### src/rtl/vmu_mem_arbiter.sv
// Round-robin arbiter sharing one data-memory port between the vector load and store engines.
// Latency: request seen in IDLE -> strobe next cycle -> grant on ack; one transaction in flight.
// Backpressure: engines hold req_en until their grant; requests are only sampled in IDLE.
module vmu_mem_arbiter #(
    parameter int ADDR_WIDTH     = 32,
    parameter int DATA_WIDTH     = 32,
    parameter int TIMEOUT_CYCLES = 255
) (
    input  logic                  clk,
    input  logic                  rst_n,
    input  logic                  ld_req_en_i,
    input  logic [ADDR_WIDTH-1:0] ld_req_addr_i,
    output logic                  ld_grant_o,
    output logic [DATA_WIDTH-1:0] ld_rdata_o,
    output logic                  ld_rvalid_o,
    input  logic                  st_req_en_i,
    input  logic [ADDR_WIDTH-1:0] st_req_addr_i,
    input  logic [DATA_WIDTH-1:0] st_req_data_i,
    output logic                  st_grant_o,
    output logic                  mem_stb_o,
    output logic                  mem_we_o,
    output logic [ADDR_WIDTH-1:0] mem_addr_o,
    output logic [DATA_WIDTH-1:0] mem_wdata_o,
    input  logic                  mem_ack_i,
    input  logic                  mem_err_i,
    input  logic [DATA_WIDTH-1:0] mem_rdata_i,
    output logic                  err_o,
    output logic                  busy_o
);

    localparam int CNT_W = (TIMEOUT_CYCLES > 2) ? $clog2(TIMEOUT_CYCLES) : 1;
    localparam logic OWN_LD = 1'b0;
    localparam logic OWN_ST = 1'b1;

    typedef enum logic [1:0] {
        S_IDLE  = 2'd0,
        S_ISSUE = 2'd1,
        S_WAIT  = 2'd2
    } state_t;

    state_t                r_state;
    logic                  r_owner;
    logic                  r_last_owner;
    logic                  r_stb;
    logic                  r_we;
    logic [ADDR_WIDTH-1:0] r_addr;
    logic [DATA_WIDTH-1:0] r_wdata;
    logic [CNT_W-1:0]      r_cnt;
    logic                  r_ld_rvalid;
    logic [DATA_WIDTH-1:0] r_ld_rdata;

    logic w_any_req;
    logic w_pick_st;
    logic w_in_wait;
    logic w_tmo;
    logic w_done;
    logic w_fail;

    // Store wins only when it is alone or the load engine was served last.
    assign w_any_req = ld_req_en_i | st_req_en_i;
    assign w_pick_st = st_req_en_i & (~ld_req_en_i | (r_last_owner == OWN_LD));

    assign w_in_wait = (r_state == S_WAIT);
    assign w_tmo     = (r_cnt == CNT_W'(TIMEOUT_CYCLES - 1));
    assign w_done    = w_in_wait & (mem_ack_i | mem_err_i | w_tmo);
    // Error beats a simultaneous ack; a timeout only counts when nothing arrived.
    assign w_fail    = w_in_wait & (mem_err_i | (w_tmo & ~mem_ack_i));

    assign ld_grant_o  = w_done & (r_owner == OWN_LD);
    assign st_grant_o  = w_done & (r_owner == OWN_ST);
    assign err_o       = w_fail;
    assign busy_o      = (r_state != S_IDLE);
    assign mem_stb_o   = r_stb;
    assign mem_we_o    = r_we;
    assign mem_addr_o  = r_addr;
    assign mem_wdata_o = r_wdata;
    assign ld_rvalid_o = r_ld_rvalid;
    assign ld_rdata_o  = r_ld_rdata;

    always_ff @(posedge clk or negedge rst_n) begin
        if (!rst_n) begin
            r_state      <= S_IDLE;
            r_owner      <= OWN_LD;
            r_last_owner <= OWN_ST;
            r_stb        <= 1'b0;
            r_we         <= 1'b0;
            r_addr       <= '0;
            r_wdata      <= '0;
            r_cnt        <= '0;
            r_ld_rvalid  <= 1'b0;
            r_ld_rdata   <= '0;
        end else begin
            r_stb       <= 1'b0;
            r_ld_rvalid <= 1'b0;
            case (r_state)
                S_IDLE: begin
                    if (w_any_req) begin
                        r_owner      <= w_pick_st;
                        r_last_owner <= w_pick_st;
                        r_we         <= w_pick_st;
                        r_addr       <= w_pick_st ? st_req_addr_i : ld_req_addr_i;
                        r_wdata      <= w_pick_st ? st_req_data_i : '0;
                        r_stb        <= 1'b1;
                        r_state      <= S_ISSUE;
                    end
                end
                S_ISSUE: begin
                    r_cnt   <= '0;
                    r_state <= S_WAIT;
                end
                S_WAIT: begin
                    if (w_done) begin
                        if (r_owner == OWN_LD) begin
                            r_ld_rvalid <= 1'b1;
                            r_ld_rdata  <= w_fail ? '0 : mem_rdata_i;
                        end
                        r_state <= S_IDLE;
                    end else begin
                        r_cnt <= r_cnt + CNT_W'(1);
                    end
                end
                default: r_state <= S_IDLE;
            endcase
        end
    end

endmodule

### config.mk
export PLATFORM = sky130hd
export DESIGN_NAME = vmu_mem_arbiter
export DESIGN_NICKNAME = d
export VERILOG_FILES = /design/src/rtl/vmu_mem_arbiter.sv
export SDC_FILE = /design/constraint.sdc
export NUM_CORES = 1
export LEC_CHECK = 0
export ABC_AREA = 1
export BUFFER_PORTS_ARGS = -buffer_cell sky130_fd_sc_hd__buf_4
export CORE_ASPECT_RATIO = 0.6
export CORE_MARGIN = 8
export CORE_UTILIZATION = 50
export DETAILED_ROUTE_END_ITERATION = 8
export GPL_TIMING_DRIVEN = 0
export PLACE_DENSITY = 0.86
export SYNTH_ARGS = -nofsm -noshare
export SYNTH_HDL_FRONTEND = slang
export SYNTH_SLANG_ARGS = --single-unit
### constraint.sdc
create_clock -name clk -period 2.3 [get_ports clk]
set_clock_uncertainty 0.05 [all_clocks]
set_input_delay 0.115 -clock clk [delete_from_list [all_inputs] [get_ports clk]]
set_output_delay 0.115 -clock clk [all_outputs]
set_load 0.03 [all_outputs]
Word level (Yosys, flattened, before mapping)

Index checks and enable logic that the tools add are counted.

Register bits after elaboration: 110
Word-level logic and storage cells: 51
Output and inout port bits: 103
Input port bits: 134

$add $sub $neg: 1
Equality and inequality tests: 6
Reduce and logical (&&, ||, !) cells: 7
Bitwise gates (word level): 15
Mux-type cells: 13

Operator list:

| kind                  | count |
|---|---|
| $mux W32              | 3 |
| $pmux W8 S2           | 1 |
| $add A8 B1 Y8 const B | 1 |
| $eq A8 B8 Y1 const B  | 1 |
| $mux W8               | 1 |
| $and A1 B1 Y1         | 6 |
| $pmux W2 S3           | 1 |
| $reduce_and A2 Y1     | 3 |
| $mux W1               | 5 |
| $or A1 B1 Y1          | 5 |
| $mux W2               | 2 |
| $ne A2 B2 Y1 const B  | 2 |
| $not A1 Y1            | 4 |
| $reduce_bool A2 Y1    | 2 |
| $reduce_and A3 Y1     | 1 |
| $eq A2 B1 Y1 const B  | 1 |
| $eq A2 B2 Y1 const B  | 1 |
| $logic_not A2 Y1      | 1 |
| $ne A2 B1 Y1 const B  | 1 |

Longest topological paths before layout

Depth after elaboration: 5
Depth in mapped cells: 10
Gate-level depth less buffers: 9

Worst setup path after synthesis

No wires, ideal clock.

Path type: flip-flop to output port
Start: register r_cnt[0]
End: output port st_grant_o
Buffers on the path: 0
Required time: 2135 ps
Arrival: 1366 ps
Setup slack: 769 ps
Cell stages (with the launch flop): 9
Cells stage by stage: dfrtp_1 > inv_1 > ha_1 > inv_1 > nor2_1 > nand2_2 > nand2_4 > nand2_1 > nor2_1

Longest elaborated chain between the ends: 4

RTL lines:

| item                   | line | source |
|---|---|---|
| start, declared        | 48   | `logic [CNT_W-1:0] r_cnt;` |
| start signal, assigned | 119  | `r_cnt <= r_cnt + CNT_W'(1);` |
| $eq A8 B8 Y1           | 64   | `assign w_tmo = (r_cnt == CNT_W'(TIMEOUT_CYCLES - 1));` |
| $or A1 B1 Y1           | 65   | `assign w_done = w_in_wait & (mem_ack_i \| mem_err_i \| w_tmo);` |
| $and A1 B1 Y1          | 65   |  |
| $and A1 B1 Y1          | 70   | `assign st_grant_o = w_done & (r_owner == OWN_ST);` |
| end, declared          | 19   | `output logic st_grant_o,` |

Every way passes these cells.

Worst setup path after layout

Start: register r_state[0]
End: register r_addr[31], in the netlist mem_addr_o[31]

Longest elaborated chain between the ends: 2

RTL lines:

| item                               | line | source |
|---|---|---|
| start, declared                    | 41   | `state_t r_state;` |
| start signal, assigned             | 82   | `r_state <= S_IDLE;` |
| start signal, assigned             | 104  | `r_state <= S_ISSUE;` |
| start signal, assigned             | 109  | `r_state <= S_WAIT;` |
| $logic_not A2 Y1                   | 95   | `case (r_state)` |
| $reduce_and A2 Y1 (no source line) | --   |  |
| end signal, assigned               | 101  | `r_addr <= w_pick_st ? st_req_addr_i : ld_req_addr_i;` |
| end, declared                      | 46   | `logic [ADDR_WIDTH-1:0] r_addr;` |

Every way passes these cells.
A chain may end at the register's enable or synchronous reset.

==> flow_metrics.env <==
export IMPL_yosys_area_share_simple_pct=21.5
export IMPL_dominant_combinational_cell_family_by_area_after_synthesis="simple AND/OR/NAND/NOR gates"
export IMPL_crit_path_max_fanout=10
export IMPL_clkSinkCount=110
export IMPL_timing_worst_slew_pin_value_ps=596
export IMPL_violations_in_the_final_reports="hold timing, setup timing"
export IMPL_initial_utilization_pct=51.8
export IMPL_power_leakage_nw=4.29
export IMPL_grt_remaining_overflow=0
export IMPL_synth_seq_cells=110
export IMPL_synth_warning_count=0
export IMPL_hold_path_startpoint="mem_rdata_i[2]"
export IMPL_detailroute_via_count=6358
export IMPL_rows=27
export IMPL_dp_hpwl_mm=12.2
export IMPL_viasPerCell=6.08
export IMPL_numPortBuffers=236
export IMPL_ctsRootBufferMaster="clkbuf_16"
export IMPL_yosysUniqueCellTypes=27
export IMPL_edff_count_synth=0
export IMPL_synth_mux_area_share_pct=0
export IMPL_synth_seq_area_share_pct=57.7
export IMPL_synth_area_per_cell_um2=8.78
export IMPL_timing_slew_headroom_pct=60.2
export IMPL_antenna_violations_before_repair=3
export IMPL_timing_final_hold_violations=1
export IMPL_globalRouteTotalUtil_pct=33.2
export IMPL_post_route_cells_drive_above_1_share_pct=31.6
export IMPL_vdd_ir_drop_max_uv=958
export IMPL_floorplan_io_pins=237
export IMPL_floorplan_die_area_um2=13000
export IMPL_timing_worst_setup_path_type="flip-flop to flip-flop"
export IMPL_grt_pass1_wl_mm=34.0
export IMPL_start_kind="flip-flop"
export IMPL_placed_cells=910
export IMPL_synth_top_flop_cell="dfrtp_1"
export IMPL_h_tree_depth=3
export IMPL_drc=0
export IMPL_floorplan_die_height_um=91.7
export IMPL_run_status="complete, but fails checks"
export IMPL_layoutNonFillerInstCount=1045
export IMPL_layout_nets=1042
export IMPL_gp_congestion=0.849
export IMPL_via_count_of_the_first_global_routing_pass=6339
export IMPL_mappedNetlistArea_um2=4780
export IMPL_core_region_area_um2=9220
export IMPL_firstDrtPassIters=6
export IMPL_worst_ep_arrival_time_ps=2640
export IMPL_routedWlPerCell_um=24.4
export IMPL_post_synth_xor_area_fraction_pct=0.550
export IMPL_setup_viol=15
export IMPL_post_route_min_period_ps=2400
export IMPL_final_core_utilization_pct=89.5
export IMPL_clkTransAtPathRegs_ps=80
export IMPL_hold_class="primary input to flip-flop"
export IMPL_tritoncts_num_buffers=9
export IMPL_grt_max_degree=111
export IMPL_synth_nets=680
export IMPL_timing_max_cap_violations=0
export IMPL_synth_compound_gate_area_share_pct=12.1
export IMPL_post_route_period_util_pct=104
export IMPL_clk_path_buf_depth=2
export IMPL_powerDensity_nw_per_um2=1350
export IMPL_wire_length_after_detailed_routing_mm=25.5
export IMPL_synth_async_sr_flop_share_pct=100
export IMPL_clock_tree_from_tritoncts="built"
export IMPL_hold_slack_ps=-1.02
export IMPL_drtAntennaViolNets=0
export IMPL_clk_latency_ps=360
export IMPL_setup_worst_path_end_class="flip-flop"
export IMPL_area_growth_synth_to_final_pct=72.8
export IMPL_synth_adder_area_share_pct=0.524
export IMPL_synthCells=544
export IMPL_drv_slew=0
export IMPL_timing_fmax_mhz=417
export IMPL_detail_route_iter0_violations=955
export IMPL_chipWidth_um=142
export IMPL_worstReg2RegStart="r_state[0]"
export IMPL_worstPathRequired_ps=2540
export IMPL_finalWorstSetupSlack_ps=-100
export IMPL_worst_setup_path_startpoint="r_state[0]"
## flip-flops by register name, indices dropped and copies added (netlist names)
name          count
ld_rvalid_o       1
mem_stb_o         1
r_state           2
mem_wdata_o      32
r_last_owner      1
ld_rdata_o       32
mem_addr_o       32
mem_we_o          1
r_cnt             8
## critical path: stages (launching register included)
cell,delay (ps)
dfrtp_1,440
or2_0,250
buf_2,220
nor2_8,220
buf_4,230
nor2_1,100
a31oi_1,200
dlygate4sd3_1,610
## area by class of cell
| type | count | area [um2] |
|---|---|---|
| inverter | 46 | 173 |
| fill | 359 | 972 |
| tap | 130 | 163 |
| clock inverter | 7 | 120 |
| sequential | 110 | 2750 |
| antenna | 4 | 10.0 |
| timing repair buffer | 351 | 2940 |
| multi-input combinational | 354 | 1660 |
| clock buffer | 9 | 225 |
| buffer | 34 | 205 |
## kinds of logic after synthesis
| kind of cell | Yosys count |
|---|---|
| flops | 110 |
| buf+inv | 80 |
| fa+ha+maj | 2 |
| compound gates | 106 |
| xor+xnor | 3 |
| simple gates | 243 |
## timing repair
| item | 4_1_cts | 5_1_grt |
|---|---|---|
| gates resized for setup | 0 | 9 |
| hold buffers | 111 | 3 |
| buffers inserted | 0 | 0 |
| endpoints found under the setup margin | 0 | 19 |
| hold endpoints to repair | 88 | 57 |
## per-layer routing
layer / GRT usage, % / routed length (um) / part of all wire, %
met5: 0 / 10 / 0.039
met4: 23.8 / 2530 / 9.9
met3: 9.11 / 3050 / 12
met2: 55.9 / 11700 / 46
met1: 36.1 / 8200 / 32
## synthesized netlist by cell type, drive strengths merged, types with 2 or more instances
cell type	count	area, um2
inv	46	173
nor2	43	185
nand4	2	18.8
o21ai	72	360
xor2	2	17.5
buf	21	136
clkbuf	13	58.8
dfrtp	109	2730
nand2	153	584
nand3	44	233
a31oi	32	200
ha	2	25.0
## power breakdown
| part | total, W | internal [W] | switching [W] |
|---|---|---|---|
| sequential | 0.00331 | 0.00271 | 0.000593 |
| combinational | 0.00592 | 0.00214 | 0.00379 |
| clock | 0.00188 | 0.00107 | 0.000805 |
## cell usage in the layout (no fill, tap or decap), types with 3 or more instances in the layout
| cell | synthesis | routed |
|---|---|---|
| bufinv_16 | 0 | 3 |
| o21ai_0 | 52 | 52 |
| a31oi_1 | 32 | 32 |
| clkbuf_2 | 0 | 3 |
| buf_4 | 5 | 239 |
| nor2_2 | 3 | 3 |
| nand2_1 | 151 | 150 |
| dlygate4sd3_1 | 0 | 114 |
| clkbuf_16 | 0 | 9 |
| clkbuf_1 | 12 | 9 |
| buf_6 | 3 | 5 |
| dfrtp_1 | 109 | 109 |
| inv_1 | 46 | 46 |
| diode_2 | 0 | 4 |
| buf_2 | 13 | 12 |
| nor2_1 | 39 | 39 |
| o21ai_1 | 20 | 20 |
| nand3_1 | 43 | 43 |
## metrics by stage
stage	total power (W)	setup slack, ps	hold WS, ps	setup TNS (ps)	area (um2)
final	0.0111	-100	-1.02	-828	8250
after global placement	0.00788	711	289	0	6710
after floorplan	0.00599	769	-231	0	4780
after CTS	0.0103	166	0.905	0	8170
after global routing	0.0115	-111	7.97	-1150	8250
after detailed placement	0.00803	679	295	0	6710
## final timing paths
path                             endpoint  slack [ps]  cells after the start
max                        mem_addr_o[31]        -100                      7
min                         ld_rdata_o[2]          -1                      3
max reg2reg                mem_addr_o[31]        -100                      7
min reg2reg                ld_rdata_o[12]         440                      2
max in group asynchronous  mem_addr_o[16]        1230                      3
min in group asynchronous   mem_addr_o[5]         270                      2
Power figures use the tool's default switching activity.
